File: src/rtl/day_of_week_display_if.sv
// rtl/day_of_week_display_if.sv - control and display bundle for day_of_week_display
// Signals:
//   day_tick  - single-cycle pulse, advance one day (midnight rollover)
//   set_mode  - level, 1 = user edit mode
//   inc, dec  - raw button levels, rising edge steps the day in set mode
//   load      - single-cycle pulse, load load_day
//   load_day  - day index to load (7 is rejected)
//   day       - current day index 0=Mon .. 6=Sun
//   week_wrap - one-cycle pulse after a day_tick rollover 6->0
//   leds2/1/0 - left/middle/right 7-segment digits, bit order abcdefg
// Modports: master drives the controls, slave is the day_of_week_display block.
interface day_of_week_display_if;
  logic       day_tick;
  logic       set_mode;
  logic       inc;
  logic       dec;
  logic       load;
  logic [2:0] load_day;
  logic [2:0] day;
  logic       week_wrap;
  logic [0:6] leds2;
  logic [0:6] leds1;
  logic [0:6] leds0;

  modport master (
    output day_tick, set_mode, inc, dec, load, load_day,
    input  day, week_wrap, leds2, leds1, leds0
  );

  modport slave (
    input  day_tick, set_mode, inc, dec, load, load_day,
    output day, week_wrap, leds2, leds1, leds0
  );
endinterface

File: src/rtl/day_of_week_display.sv
// rtl/day_of_week_display.sv - day-of-week register with edit buttons and 3-letter 7-segment name
// Optional feature macro: DOW_BLINK_EN (digits blink while set_mode is high)
// Parameters:
//   START_DAY      - day index loaded at reset, values above 6 load 0
//   SEG_ACTIVE_LOW - 1 = segment lit when its bit is 0
//   BLINK_DIV      - clock cycles per blink half-period (DOW_BLINK_EN only)
// Ports:
//   clk   - system clock
//   rst_n - asynchronous active-low reset
//   bus   - day_of_week_display_if.slave (controls in, day/week_wrap/leds out)
module day_of_week_display #(
  parameter int unsigned START_DAY      = 0,
  parameter bit          SEG_ACTIVE_LOW = 1'b1,
  parameter int unsigned BLINK_DIV      = 25000000
) (
  input logic                  clk,
  input logic                  rst_n,
  day_of_week_display_if.slave bus
);

  localparam logic [2:0]  START_IDX = (START_DAY > 6) ? 3'd0 : 3'(START_DAY);
  localparam logic [20:0] SEG_MASK  = {21{SEG_ACTIVE_LOW}};

  // Active-high glyphs packed {leds2, leds1, leds0}, each digit MSB = segment a.
  // Index 7 never holds in day_q but maps to blank for safety.
  function automatic logic [20:0] glyph(input logic [2:0] d);
    logic [20:0] g;
    case (d)
      3'd0:    g = {7'b1110110, 7'b0011101, 7'b0010101}; // Mon
      3'd1:    g = {7'b0001111, 7'b0111110, 7'b1001111}; // Tue
      3'd2:    g = {7'b0011100, 7'b1001111, 7'b0111101}; // Wed
      3'd3:    g = {7'b0001111, 7'b0010111, 7'b0011100}; // Thu
      3'd4:    g = {7'b1000111, 7'b0000101, 7'b0000100}; // Fri
      3'd5:    g = {7'b1011011, 7'b1110111, 7'b0001111}; // Sat
      3'd6:    g = {7'b1011011, 7'b0111110, 7'b1110110}; // Sun
      default: g = 21'd0;
    endcase
    return g;
  endfunction

  // Button synchronisers and edge detectors
  logic       inc_s1_q, inc_s2_q, inc_prev_q;
  logic       dec_s1_q, dec_s2_q, dec_prev_q;
  // Counts clocks since reset release. The edge detectors are only trusted once
  // both synchroniser stages and the previous-level flop hold real samples, so a
  // button held through reset does not look like a fresh press on release.
  logic [1:0] warm_q;
  logic       inc_edge, dec_edge;

  always_ff @(posedge clk or negedge rst_n) begin
    if (!rst_n) begin
      inc_s1_q   <= 1'b0;
      inc_s2_q   <= 1'b0;
      inc_prev_q <= 1'b0;
      dec_s1_q   <= 1'b0;
      dec_s2_q   <= 1'b0;
      dec_prev_q <= 1'b0;
      warm_q     <= 2'd0;
    end else begin
      inc_s1_q   <= bus.inc;
      inc_s2_q   <= inc_s1_q;
      inc_prev_q <= inc_s2_q;
      dec_s1_q   <= bus.dec;
      dec_s2_q   <= dec_s1_q;
      dec_prev_q <= dec_s2_q;
      if (warm_q != 2'd3) begin
        warm_q <= warm_q + 2'd1;
      end
    end
  end

  assign inc_edge = (warm_q == 2'd3) && inc_s2_q && !inc_prev_q;
  assign dec_edge = (warm_q == 2'd3) && dec_s2_q && !dec_prev_q;

  // Day register and next-state selection
  logic [2:0] day_q, day_d;
  logic       wrap_q, wrap_d;

  always_comb begin
    day_d  = day_q;
    wrap_d = 1'b0;
    if (day_q == 3'd7) begin
      // Illegal state recovery, takes precedence over everything else.
      day_d = 3'd0;
    end else if (bus.load) begin
      // A load of 7 is rejected outright and still blocks lower-priority actions.
      if (bus.load_day != 3'd7) begin
        day_d = bus.load_day;
      end
    end else if (bus.set_mode) begin
      // Edges that arrive outside set mode are simply lost, never queued.
      if (inc_edge && !dec_edge) begin
        day_d = (day_q == 3'd6) ? 3'd0 : day_q + 3'd1;
      end else if (dec_edge && !inc_edge) begin
        day_d = (day_q == 3'd0) ? 3'd6 : day_q - 3'd1;
      end
    end else if (bus.day_tick) begin
      day_d  = (day_q == 3'd6) ? 3'd0 : day_q + 3'd1;
      wrap_d = (day_q == 3'd6);
    end
  end

  always_ff @(posedge clk or negedge rst_n) begin
    if (!rst_n) begin
      day_q  <= START_IDX;
      wrap_q <= 1'b0;
    end else begin
      day_q  <= day_d;
      wrap_q <= wrap_d;
    end
  end

  // Blink phase
  logic blank_now;

`ifdef DOW_BLINK_EN
  localparam int CNT_W = (BLINK_DIV > 1) ? $clog2(BLINK_DIV) : 1;

  logic             set_prev_q;
  logic [CNT_W-1:0] blink_cnt_q;
  logic             blink_hidden_q;
  logic             step_evt;

  // A user step is any edit that actually moves the day (one edge alone, no load).
  assign step_evt = bus.set_mode && !bus.load && (day_q != 3'd7) && (inc_edge ^ dec_edge);

  always_ff @(posedge clk or negedge rst_n) begin
    if (!rst_n) begin
      set_prev_q     <= 1'b0;
      blink_cnt_q    <= '0;
      blink_hidden_q <= 1'b0;
    end else begin
      set_prev_q <= bus.set_mode;
      if (!bus.set_mode) begin
        blink_cnt_q    <= '0;
        blink_hidden_q <= 1'b0;
      end else if (!set_prev_q || step_evt) begin
        // Entering edit mode or stepping restarts a full visible half-period so
        // the user always sees the value just chosen.
        blink_cnt_q    <= '0;
        blink_hidden_q <= 1'b0;
      end else if (blink_cnt_q == CNT_W'(BLINK_DIV - 1)) begin
        blink_cnt_q    <= '0;
        blink_hidden_q <= !blink_hidden_q;
      end else begin
        blink_cnt_q <= blink_cnt_q + 1'b1;
      end
    end
  end

  assign blank_now = blink_hidden_q;
`else
  assign blank_now = 1'b0;

  // BLINK_DIV has no role without the blink feature; a zero value is still
  // flagged as a structural oddity by keeping this empty named block.
  if (BLINK_DIV == 0) begin : g_blink_div_zero
  end
`endif

  // Registered display, one cycle behind day_q.
  logic [20:0] leds_q;

  always_ff @(posedge clk or negedge rst_n) begin
    if (!rst_n) begin
      leds_q <= glyph(START_IDX) ^ SEG_MASK;
    end else begin
      leds_q <= (blank_now ? 21'd0 : glyph(day_q)) ^ SEG_MASK;
    end
  end

  assign bus.day       = day_q;
  assign bus.week_wrap = wrap_q;
  assign bus.leds2     = leds_q[20:14];
  assign bus.leds1     = leds_q[13:7];
  assign bus.leds0     = leds_q[6:0];

endmodule

File: src/flat_wrapper.sv
// flat-port wrapper written by rule: the top's interface ports become plain ports
module day_of_week_display_flat 
#(
  parameter int unsigned START_DAY      = 0,
  parameter bit          SEG_ACTIVE_LOW = 1'b1,
  parameter int unsigned BLINK_DIV      = 25000000
)
  (clk, rst_n, bus_day_tick, bus_set_mode, bus_inc, bus_dec, bus_load, bus_load_day, bus_day, bus_week_wrap, bus_leds2, bus_leds1, bus_leds0);
  day_of_week_display_if bus_i ();
  input logic clk;
  input logic rst_n;
  input wire logic [$bits(bus_i.day_tick)-1:0] bus_day_tick;
  input wire logic [$bits(bus_i.set_mode)-1:0] bus_set_mode;
  input wire logic [$bits(bus_i.inc)-1:0] bus_inc;
  input wire logic [$bits(bus_i.dec)-1:0] bus_dec;
  input wire logic [$bits(bus_i.load)-1:0] bus_load;
  input wire logic [$bits(bus_i.load_day)-1:0] bus_load_day;
  output wire logic [$bits(bus_i.day)-1:0] bus_day;
  output wire logic [$bits(bus_i.week_wrap)-1:0] bus_week_wrap;
  output wire logic [$bits(bus_i.leds2)-1:0] bus_leds2;
  output wire logic [$bits(bus_i.leds1)-1:0] bus_leds1;
  output wire logic [$bits(bus_i.leds0)-1:0] bus_leds0;
  assign bus_i.day_tick = bus_day_tick;
  assign bus_i.set_mode = bus_set_mode;
  assign bus_i.inc = bus_inc;
  assign bus_i.dec = bus_dec;
  assign bus_i.load = bus_load;
  assign bus_i.load_day = bus_load_day;
  assign bus_day = bus_i.day;
  assign bus_week_wrap = bus_i.week_wrap;
  assign bus_leds2 = bus_i.leds2;
  assign bus_leds1 = bus_i.leds1;
  assign bus_leds0 = bus_i.leds0;
  day_of_week_display #(.START_DAY(START_DAY), .SEG_ACTIVE_LOW(SEG_ACTIVE_LOW), .BLINK_DIV(BLINK_DIV)) u_core (.clk(clk), .rst_n(rst_n), .bus(bus_i));
endmodule
File: config.mk
export PLATFORM = sky130hd
export DESIGN_NAME = day_of_week_display_flat
export DESIGN_NICKNAME = d
export VERILOG_FILES = /design/src/rtl/day_of_week_display_if.sv /design/src/rtl/day_of_week_display.sv /design/src/flat_wrapper.sv
export SDC_FILE = /design/constraint.sdc
export NUM_CORES = 1
export LEC_CHECK = 0
export BUFFER_PORTS_ARGS = -buffer_cell sky130_fd_sc_hd__buf_2
export CAP_MARGIN = 20
export CORE_MARGIN = 3
export CORE_UTILIZATION = 35
export DETAILED_ROUTE_END_ITERATION = 16
export PLACE_DENSITY = 0.55
export SYNTH_ARGS = -nofsm -noshare
export SYNTH_HDL_FRONTEND = slang
export SYNTH_SLANG_ARGS = --single-unit
File: constraint.sdc
create_clock -name clk -period 2.2 [get_ports clk]
set_input_delay 0.11 -clock clk [delete_from_list [all_inputs] [get_ports clk]]
set_output_delay 0.11 -clock clk [all_outputs]
set_load 0.02 [all_outputs]
; Word level (Yosys, flattened, before mapping)
; Index checks and enable logic that the tools add are counted.
[word_totals]
ff_bits = 33
inputBits = 10
output_inout_bits = 25
word_cells = 53
[classes]
n_addsub = 3
n_eq_ne = 12
muxes = 14
bitwise = 1
n_reduce_logical = 13
[ops]
columns = operator, count
row1 = 21-bit case mux with 7 select lines, 1
row2 = 3-bit two-way mux, 9
row3 = 21-bit inverter, 1
row4 = "3-bit equality test, second input constant", 4
row5 = "3-bit by 2-bit equality test with 1-bit output, second input constant", 2
row6 = 1-bit logical AND, 6
row7 = "5-bit by 1-bit != test with 1-bit output, second input constant", 1
row8 = 1-bit zero test, 4
row9 = 1-bit two-way mux, 4
row10 = 4-bit nonzero test, 1
row11 = "3-bit by 1-bit adder with 3-bit output, second input constant", 1
row12 = "3-bit by 1-bit equality test with 1-bit output, second input constant", 1
row13 = 3-bit zero test, 1
row14 = "3-bit by 1-bit != test with 1-bit output, second input constant", 1
row15 = "3-bit != test, second input constant", 1
row16 = 3-bit AND reduction, 1
row17 = "3-bit by 1-bit subtractor with 3-bit output, second input constant", 1
row18 = "2-bit by 1-bit adder with 2-bit output, second input constant", 1
row19 = "2-bit equality test, second input constant", 1
row20 = "2-bit != test, second input constant", 1

; Logic depth before layout (Yosys ltp)
; Gate-level depths: netlist of the first run.
[depth]
word_depth = 10
ltp_mapped = 8
mapped_depth_nobuf = 7

; Worst setup path after synthesis of the first run
; Ideal clock, no wire load.
[synth_path]
path_type = flip-flop to flip-flop
start = reg u_core.day_q[0] (netlist: u_core.bus.day[0])
end = reg u_core.day_q[2] (netlist: u_core.bus.day[2])
setup_time_ns = 0.104
arrival_time_ns = 1.726
t_required_ns = 2.096
path_slack_ns = 0.371
path_stages_with_launch = 9
n_path_buf = 2
period_less_slack_ns = 1.829
cell_sequence = dfrtp_1 inv_1 ha_1 buf_6 and2_4 buf_6 nor3_2 nor3_1 o41ai_2
[synth_via]
elab_chain_cells = 7
elab_cells_between_ends = 17
classes_between = add/sub: 2 / eq/ne: 4 / mux: 8 / reduce/logical: 3
[synth_rtl]
columns = item, line_no
row1 = from (decl), day_of_week_display.sv:76  ; logic [2:0] day_q, day_d;
row2 = from (signal assigned), day_of_week_display.sv:108  ; day_q <= day_d;
row3 = 3-bit by 1-bit subtractor with 3-bit output / 3-bit zero test (equally long branches), day_of_week_display.sv:95  ; day_d = (day_q == 3'd0) ? 3'd6 : day_q - 3'd1;
row4 = 3-bit two-way mux, day_of_week_display.sv:95
row5 = 3-bit two-way mux, day_of_week_display.sv:94  ; end else if (dec_edge && !inc_edge) begin
row6 = 3-bit two-way mux, day_of_week_display.sv:92  ; if (inc_edge && !dec_edge) begin
row7 = 3-bit two-way mux, day_of_week_display.sv:90  ; end else if (bus.set_mode) begin
row8 = 3-bit two-way mux, day_of_week_display.sv:85  ; end else if (bus.load) begin
row9 = 3-bit two-way mux, day_of_week_display.sv:82  ; if (day_q == 3'd7) begin
; Several ways; a longest one is shown, not always the timed one. The select of a mux whose other input is x is not followed.
; A chain may end at the register's enable or synchronous reset.

; Worst setup path after layout of the first run
[layout_path]
start = reg u_core.warm_q[0]
end = reg u_core.day_q[2] (netlist: u_core.bus.day[2])
[layout_via]
elab_chain_cells = 9
elab_cells_between_ends = 15
classes_between = eq/ne: 2 / mux: 4 / reduce/logical: 9
[layout_rtl]
columns = item, line_no
row1 = from (decl), day_of_week_display.sv:47  ; logic [1:0] warm_q;
row2 = from (signal assigned), day_of_week_display.sv:67  ; warm_q <= warm_q + 2'd1;
row3 = 2-bit equality test (*), "day_of_week_display.sv:72, day_of_week_display.sv:73"
row4 = 1-bit logical AND (2 in a row), day_of_week_display.sv:73  ; assign dec_edge = (warm_q == 2'd3) && dec_s2_q && !dec_prev_q;
row5 = 1-bit zero test, day_of_week_display.sv:92
row6 = 1-bit logical AND, day_of_week_display.sv:92
row7 = 3-bit two-way mux, day_of_week_display.sv:92
row8 = 3-bit two-way mux, day_of_week_display.sv:90
row9 = 3-bit two-way mux, day_of_week_display.sv:85
row10 = 3-bit two-way mux, day_of_week_display.sv:82
; Mark *: on every way between the ends. The rest lies on a longest branch, timed or not.

==> metrics.md, run 1 <==
| Metric | Value |
|---|---|
| Outcome | `complete, no violations` |
| Crit path kind | `reg -> reg` |
| WL met1 | `about 1100 um` |
| Starting Density | `a little under two fifths` |
| Max VDD drop | `between 0.4 and 0.5 mV` |
| Synth area leader | `dfrtp_1` |
| Antenna violations before repair | `0` |
| P&R area growth vs syn | `23.1%` |
| Highest Signal Layer | `met4` |
| Layout Skew | `between 0.003 and 0.004 ns` |
| Starting DRT DRC Count | `30` |
| Total power | `approximately 2.2 mW` |
| GRT Resource Usage Total | `between 10% and 20%` |
| Minimum clock period | `around 1.9 ns` |
| Final #Nets | `approximately 160` |
| Ys flop type | `dfrtp_1` |
| RSZ-0062 raised after global routing | `false` |
| # H-tree levels | `2` |
| CP Capture Type | `register` |
| Resized cells post-CTS | `0` |
| Crit path max fanout | `4` |
| Wirelength per Cell | `about 13 um` |
| DR pass1 iterations | `4` |
| Reg2Reg Depth | `7` |
| Root buffer cell | `clkbuf_8` |
| Final Cycle Share | `~87%` |
| Met2 routed WL | `1070 um` |
| Yosys reg bits | `30` |
| DRC | `0` |
| I/O pin count | `35` |
| Arr. time, crit path | `around 2.1 ns` |
| Largest net degree at the start of global routing | `31` |
| CTS Buffer Depth | `2` |
| # rows | `21` |
| Final HPWL DP | `approximately 1700 um` |
| Port bufs | `34` |
| Layout cells sized above 1 | `around 39%` |
| CTS tree | `done` |
| Yosys warns | `0` |
| Num CTS Buffers | `5` |
| Hold path depth | `2` |
| EDFF count, synth | `0` |
| Synthesized area | `approximately 1300 um^2` |
| Largest cells by area after synthesis | `dfrtp_1 44%, dfstp_2 14%, ha_1 8.6%` |
| Die height | `approximately 67 um` |
| Worst hold path class | `in -> reg` |
| Vias | `roughly 880` |
| DRT antenna net count | `0` |
| Lkg Pwr | `0.743 nW` |
| Met3 Wirelength | `181 um` |
| Fillers | `360` |
| Total of max-cap violations | `0` |
| Headroom to the max-slew limit | `about three fifths` |
| Gpl congestion | `0.748` |
| Fin area | `1610 um^2` |
| Synthesized area per cell | `roughly 12 um^2` |
| FFs w/ async S/R, synth | `100%` |
| First-pass GRT wire length | `around 4100 um` |
| Seq/Total Area, Yosys | `~58%` |
| WHS | `0.162 ns` |
| Aggregate global routing overflow | `0` |
| Startpoint Class | `register` |
| TNS Setup | `0 ns` |
| Critical Path RT | `2.38 ns` |
| # diodes | `0` |
| Area of the multi-input gates | `roughly 460 um^2` |
| Syn nets | `roughly 120` |
| Die Area | `between 4000 and 5000 um^2` |
| Fmax | `roughly 520 MHz` |
| Placed Area | `roughly 1500 um^2` |
| Vias per inst | `4.68` |
| DRT Wirelength | `~2400 um` |
| Vias in the first global route | `between 800 and 900` |
| Worst-margin pin slew | `0.621 ns` |
| Count of cell types in the netlist | `31` |
| Top-area cell type share of the netlist area | `between 40 and 50%` |
| Register area | `between 700 and 800 um^2` |
| Slew Limit Fails | `0` |
| Mapped Cells | `105` |
| Clk sinks | `30` |
| Die width | `between 60 and 70 um` |
| Fin. Hold Viols | `0` |
| Placeable Area | `around 3500 um^2` |
| Latest clock arrival within the worst-skew pair | `0.28 ns` |
| Final setup violation count | `0` |
| Clock Pin Slew Worst Setup and Hold Paths | `around 0.060 ns` |
| Cell Pwr Density | `~1400 nW/um^2` |
==> worst max-delay path, stage by stage (launching register included) <==
cell,delay (ns)
dfrtp_1,0.39
ha_1,0.26
and3b_1,0.19
ha_1,0.20
nand2b_1,0.18
a211oi_1,0.23
nor3_1,0.09
o41ai_2,0.30
==> layer usage <==
| layer | track usage, % | up-vias |
|---|---|---|
| met2 | 18.0 | 30 |
| met3 | 5.06 | 8 |
| met5 | 0 | - |
| met4 | 7.59 | 0 |
| met1 | 16.0 | 413 |
| li1 | - | 433 |
==> per-stage QoR <==
step	std cells	setup slack, ns	utilization, %
final	189	0.278	46.3
after global routing	189	0.112	46.3
after CTS	189	0.275	46.3
after detailed placement	178	0.290	42.8
after global placement	178	0.325	42.8
after floorplan	105	0.371	-
==> cells in the final DEF, fill, tap and decap left out, drive strengths merged <==
cell,count
dlygate4sd3,3
dfrtp,23
o41ai,1
a221oi,2
mux2,1
clkinv,1
nor2,6
inv,5
dfstp,7
mux2i,1
nand2b,1
a211o,1
ha,9
xnor2,1
nand2,3
o21ai,3
a21oi,3
o21ba,1
nor3b,1
o31ai,1
buf,36
nor2b,6
nor3,8
and2,1
a211oi,4
nand4,1
and3b,1
nor4,3
clkbuf,7
nand3b,2
==> sequential cells by signal, summed over array words and instances (netlist names) <==
name	count
u_core.leds_q	18
u_core.bus.day	3
u_core.dec_s1_q	1
u_core.inc_s1_q	1
u_core.warm_q	2
u_core.inc_s2_q	1
u_core.bus.week_wrap	1
u_core.dec_s2_q	1
u_core.dec_prev_q	1
u_core.inc_prev_q	1
==> where the power goes <==
group | leakage [nW] | internal [mW] | switching [mW] | total (mW)
Combinational | 0.356 | 0.339 | 0.617 | 0.956
Sequential | 0.339 | 0.778 | 0.0663 | 0.845
Clock | 0.0482 | 0.251 | 0.189 | 0.441
==> synth_stat cells (all sizes together) (3+ instances only) <==
cell type,count
dfrtp,23
ha,9
nor3,8
buf,7
dfstp,7
nor2,6
nor2b,6
inv,5
a211oi,4
a21oi,3
nand2,3
nor4,3
o21ai,3
==> cell type report <==
class                      count  area share, %
inverter                       5           1.17
multi-input combinational     61           28.9
timing repair buffer          39           13.4
sequential                    30           47.3
clock buffer                   7           5.37
tap                           46           3.58
clock inverter                 1          0.312
==> kinds of logic (layout without fill, tap and decap cells) <==
| family | Yosys count | count (layout) | share of synthesized area (%) |
|---|---|---|---|
| multiplexers | 2 | 2 | 1.63 |
| adder cells (fa/ha/maj) | 9 | 9 | 8.63 |
| buffers and inverters | 14 | 52 | 6.23 |
| AND/OR/NAND/NOR | 33 | 33 | 14.4 |
| AO/OA/AOI/OAI | 16 | 16 | 10.3 |
| flip-flops | 30 | 30 | 58.2 |
| XOR/XNOR | 1 | 1 | 0.671 |
==> worst paths after layout <==
| kind | startpoint | to | slack (ns) |
|---|---|---|---|
| worst max-delay path | u_core.warm_q[0] | u_core.bus.day[2] | 0.28 |
| worst min-delay path | bus_load | u_core.bus.week_wrap | 0.16 |
| worst max register to register | u_core.warm_q[0] | u_core.bus.day[2] | 0.28 |
| worst min register to register | u_core.inc_s1_q | u_core.inc_s2_q | 0.35 |
| max in group asynchronous | rst_n | u_core.warm_q[1] | 1.41 |
| min in group asynchronous | rst_n | u_core.leds_q[16] | 0.39 |
==> timing repair <==
action                                  CTS  global route
setup buffers                             0             0
endpoints found under the hold margin    25             0
endpoints found under the setup margin    0             0
hold buffers                              3             0
No activity file was read; power rests on OpenSTA's default activity.
==> run 2, diff against run 1 <==
Settings changed: CORE_UTILIZATION 35 to 50, CTS_BUF_LIST set to sky130_fd_sc_hd__clkbuf_8, PLACE_DENSITY 0.55 to 0.74.
==> metrics.md, run 2 (synthesized netlist as in run 1, its figures left out) <==
| Metric | Value |
|---|---|
| Antenna violations before repair | `0 (unchanged)` |
| Resized cells post-CTS | `0 (unchanged)` |
| Fin. Hold Viols | `0 (unchanged)` |
| Reg2Reg Depth | `7 (unchanged)` |
| Aggregate global routing overflow | `0 (unchanged)` |
| Layout Skew | `0.00236 ns (-0.00145 ns)` |
| Starting DRT DRC Count | `13 (-57%)` |
| Crit path max fanout | `4 (unchanged)` |
| DRT antenna net count | `0 (unchanged)` |
| Fmax | `514 MHz (-1.2%)` |
| Slew Limit Fails | `0 (unchanged)` |
| I/O pin count | `35 (unchanged)` |
| CP Capture Type | `register` |
| DR pass1 iterations | `4 (unchanged)` |
| Root buffer cell | `clkbuf_8` |
| Final Cycle Share | `88.4% (+1.0 points)` |
| Total of max-cap violations | `0 (unchanged)` |
| Arr. time, crit path | `2.12 ns (+0.02 ns)` |
| Vias in the first global route | `881 (+6.4%)` |
| DRC | `0 (unchanged)` |
| RSZ-0062 raised after global routing | `false` |
| DRT Wirelength | `2350 um (-1.4%)` |
| Final design utilization | `68.5% (+22 points)` |
| Num CTS Buffers | `5 (unchanged)` |
| Outcome | `complete, no violations` |
| First-pass GRT wire length | `4050 um (-0.17%)` |
| Hold path depth | `2 (unchanged)` |
| Layout cells sized above 1 | `39.9% (+0.70 points)` |
| Port bufs | `34 (unchanged)` |
| # rows | `17 (-19%)` |
| Final setup violation count | `0 (unchanged)` |
| Clk sinks | `30 (unchanged)` |
| Final HPWL DP | `1660 um (-4.9%)` |
| Worst hold path class | `in -> reg` |
| Latest clock arrival within the worst-skew pair | `0.28 ns (about the same)` |
| TNS Setup | `0 ns (unchanged)` |
| Die width | `57.1 um (-15%)` |
| Max reg flops | `18 (unchanged)` |
| Crit path kind | `reg -> reg` |
| Max VDD drop | `1.09 mV (+160%)` |
| Lkg Pwr | `0.752 nW (+1.3%)` |
| Largest net degree at the start of global routing | `31 (unchanged)` |
| Placeable Area | `2340 um^2 (-33%)` |
| Vias | `916 (+3.6%)` |
| Die height | `57.1 um (-15%)` |
| CTS Buffer Depth | `2 (unchanged)` |
| Worst-margin pin slew | `0.619 ns (-0.00232 ns)` |
| Commonest cells after routing, fill and taps aside | `34 x buf_2, 23 x dfrtp_1, 9 x ha_1` |
| Headroom to the max-slew limit | `58.7% (+0.15 points)` |
| Commonest non-fill, non-tap cell in the layout | `buf_2` |
| # H-tree levels | `2 (unchanged)` |
| Cell Pwr Density | `1440 nW/um^2 (+3.0%)` |
| Die Area | `3260 um^2 (-28%)` |
| Minimum clock period | `1.94 ns (+0.0225 ns)` |
| Starting Density | `55.8% (+18 points)` |
| Wirelength per Cell | `13.7 um (+9.0%)` |
| Vias per inst | `5.36 (+15%)` |
| Final #Nets | `161 (unchanged)` |
| Critical Path RT | `2.38 ns (about the same)` |
| CTS tree | `done` |
| GRT Resource Usage Total | `16.8% (+4.1 points)` |
| Total power | `2.30 mW (+2.8%)` |
| P&R area growth vs syn | `22.8%` |
| # diodes | `0 (unchanged)` |
| Gpl congestion | `0.809 (+8.2%)` |
| Clock Pin Slew Worst Setup and Hold Paths | `0.06 ns (about the same)` |
| Largest register by flop count | `u_core.leds_q` |
| Startpoint Class | `register` |
## run 2: cell types whose count changed in the layout (fill, tap and decap cells not counted), sizes merged
| cell | change |
|---|---|
| clkinv | -1 |
| clkbuf | +1 |
## run 2: worst max-delay path, stage by stage, from the launching register on
cell and delay, ns:
dfrtp_1 0.40, ha_1 0.26, and3b_1 0.19, ha_1 0.21, nand2b_1 0.17, a211oi_1 0.23, nor3_1 0.09, o41ai_2 0.31
## run 2: layer usage
| metal | GRT usage, % | part of all wire (%) | vias to the layer above |
|---|---|---|---|
| met3 | 7.47 | 7.9 | 6 |
| met2 | 26.3 | 49 | 35 |
| li1 | - | - | 432 |
| met1 | 19.9 | 41 | 443 |
| met4 | 7.95 | 2.0 | 0 |
| met5 | 0 | 0 | - |
## run 2: path summary, 6_finish.rpt
kind | startpoint | to | slack, ns
min in group asynchronous | rst_n | u_core.leds_q[9] | 0.37
max in group asynchronous | rst_n | u_core.leds_q[0] | 1.41
worst min register to register | u_core.dec_s1_q | u_core.dec_s2_q | 0.35
worst min-delay path | bus_load | u_core.bus.week_wrap | 0.13
worst max register to register | u_core.warm_q[0] | u_core.bus.day[2] | 0.26
worst max-delay path | u_core.warm_q[0] | u_core.bus.day[2] | 0.26
## run 2: area by class of cell
cell class | instances | area, um^2
flip-flops and latches | 30 | 759
inverters | 5 | 18.8
clock buffers | 8 | 110
multi-input cells | 61 | 464
well taps | 28 | 35.0
repair buffers | 39 | 215
fillers | 194 | 737
## run 2: where the power goes
group          switching [mW]  internal (mW)  total [mW]
Sequential             0.0665          0.779       0.845
Clock                   0.189          0.315       0.504
Combinational           0.615          0.338       0.954
## run 2: per-stage QoR
stage	worst slack (ns)	std cells	hold slack, ns	area, um^2
final	0.255	171	0.132	1600
after global routing	0.114	171	0.152	1600
after CTS	0.243	171	0.132	1600
after detailed placement	0.265	160	0.165	1460
after global placement	0.334	160	0.148	1460
after floorplan	0.371	105	-0.186	1310
## run 2: what timing repair did
item	4_1_cts	5_1_grt
endpoints found under the hold margin	25	0
buffers inserted	0	0
hold buffers	3	0
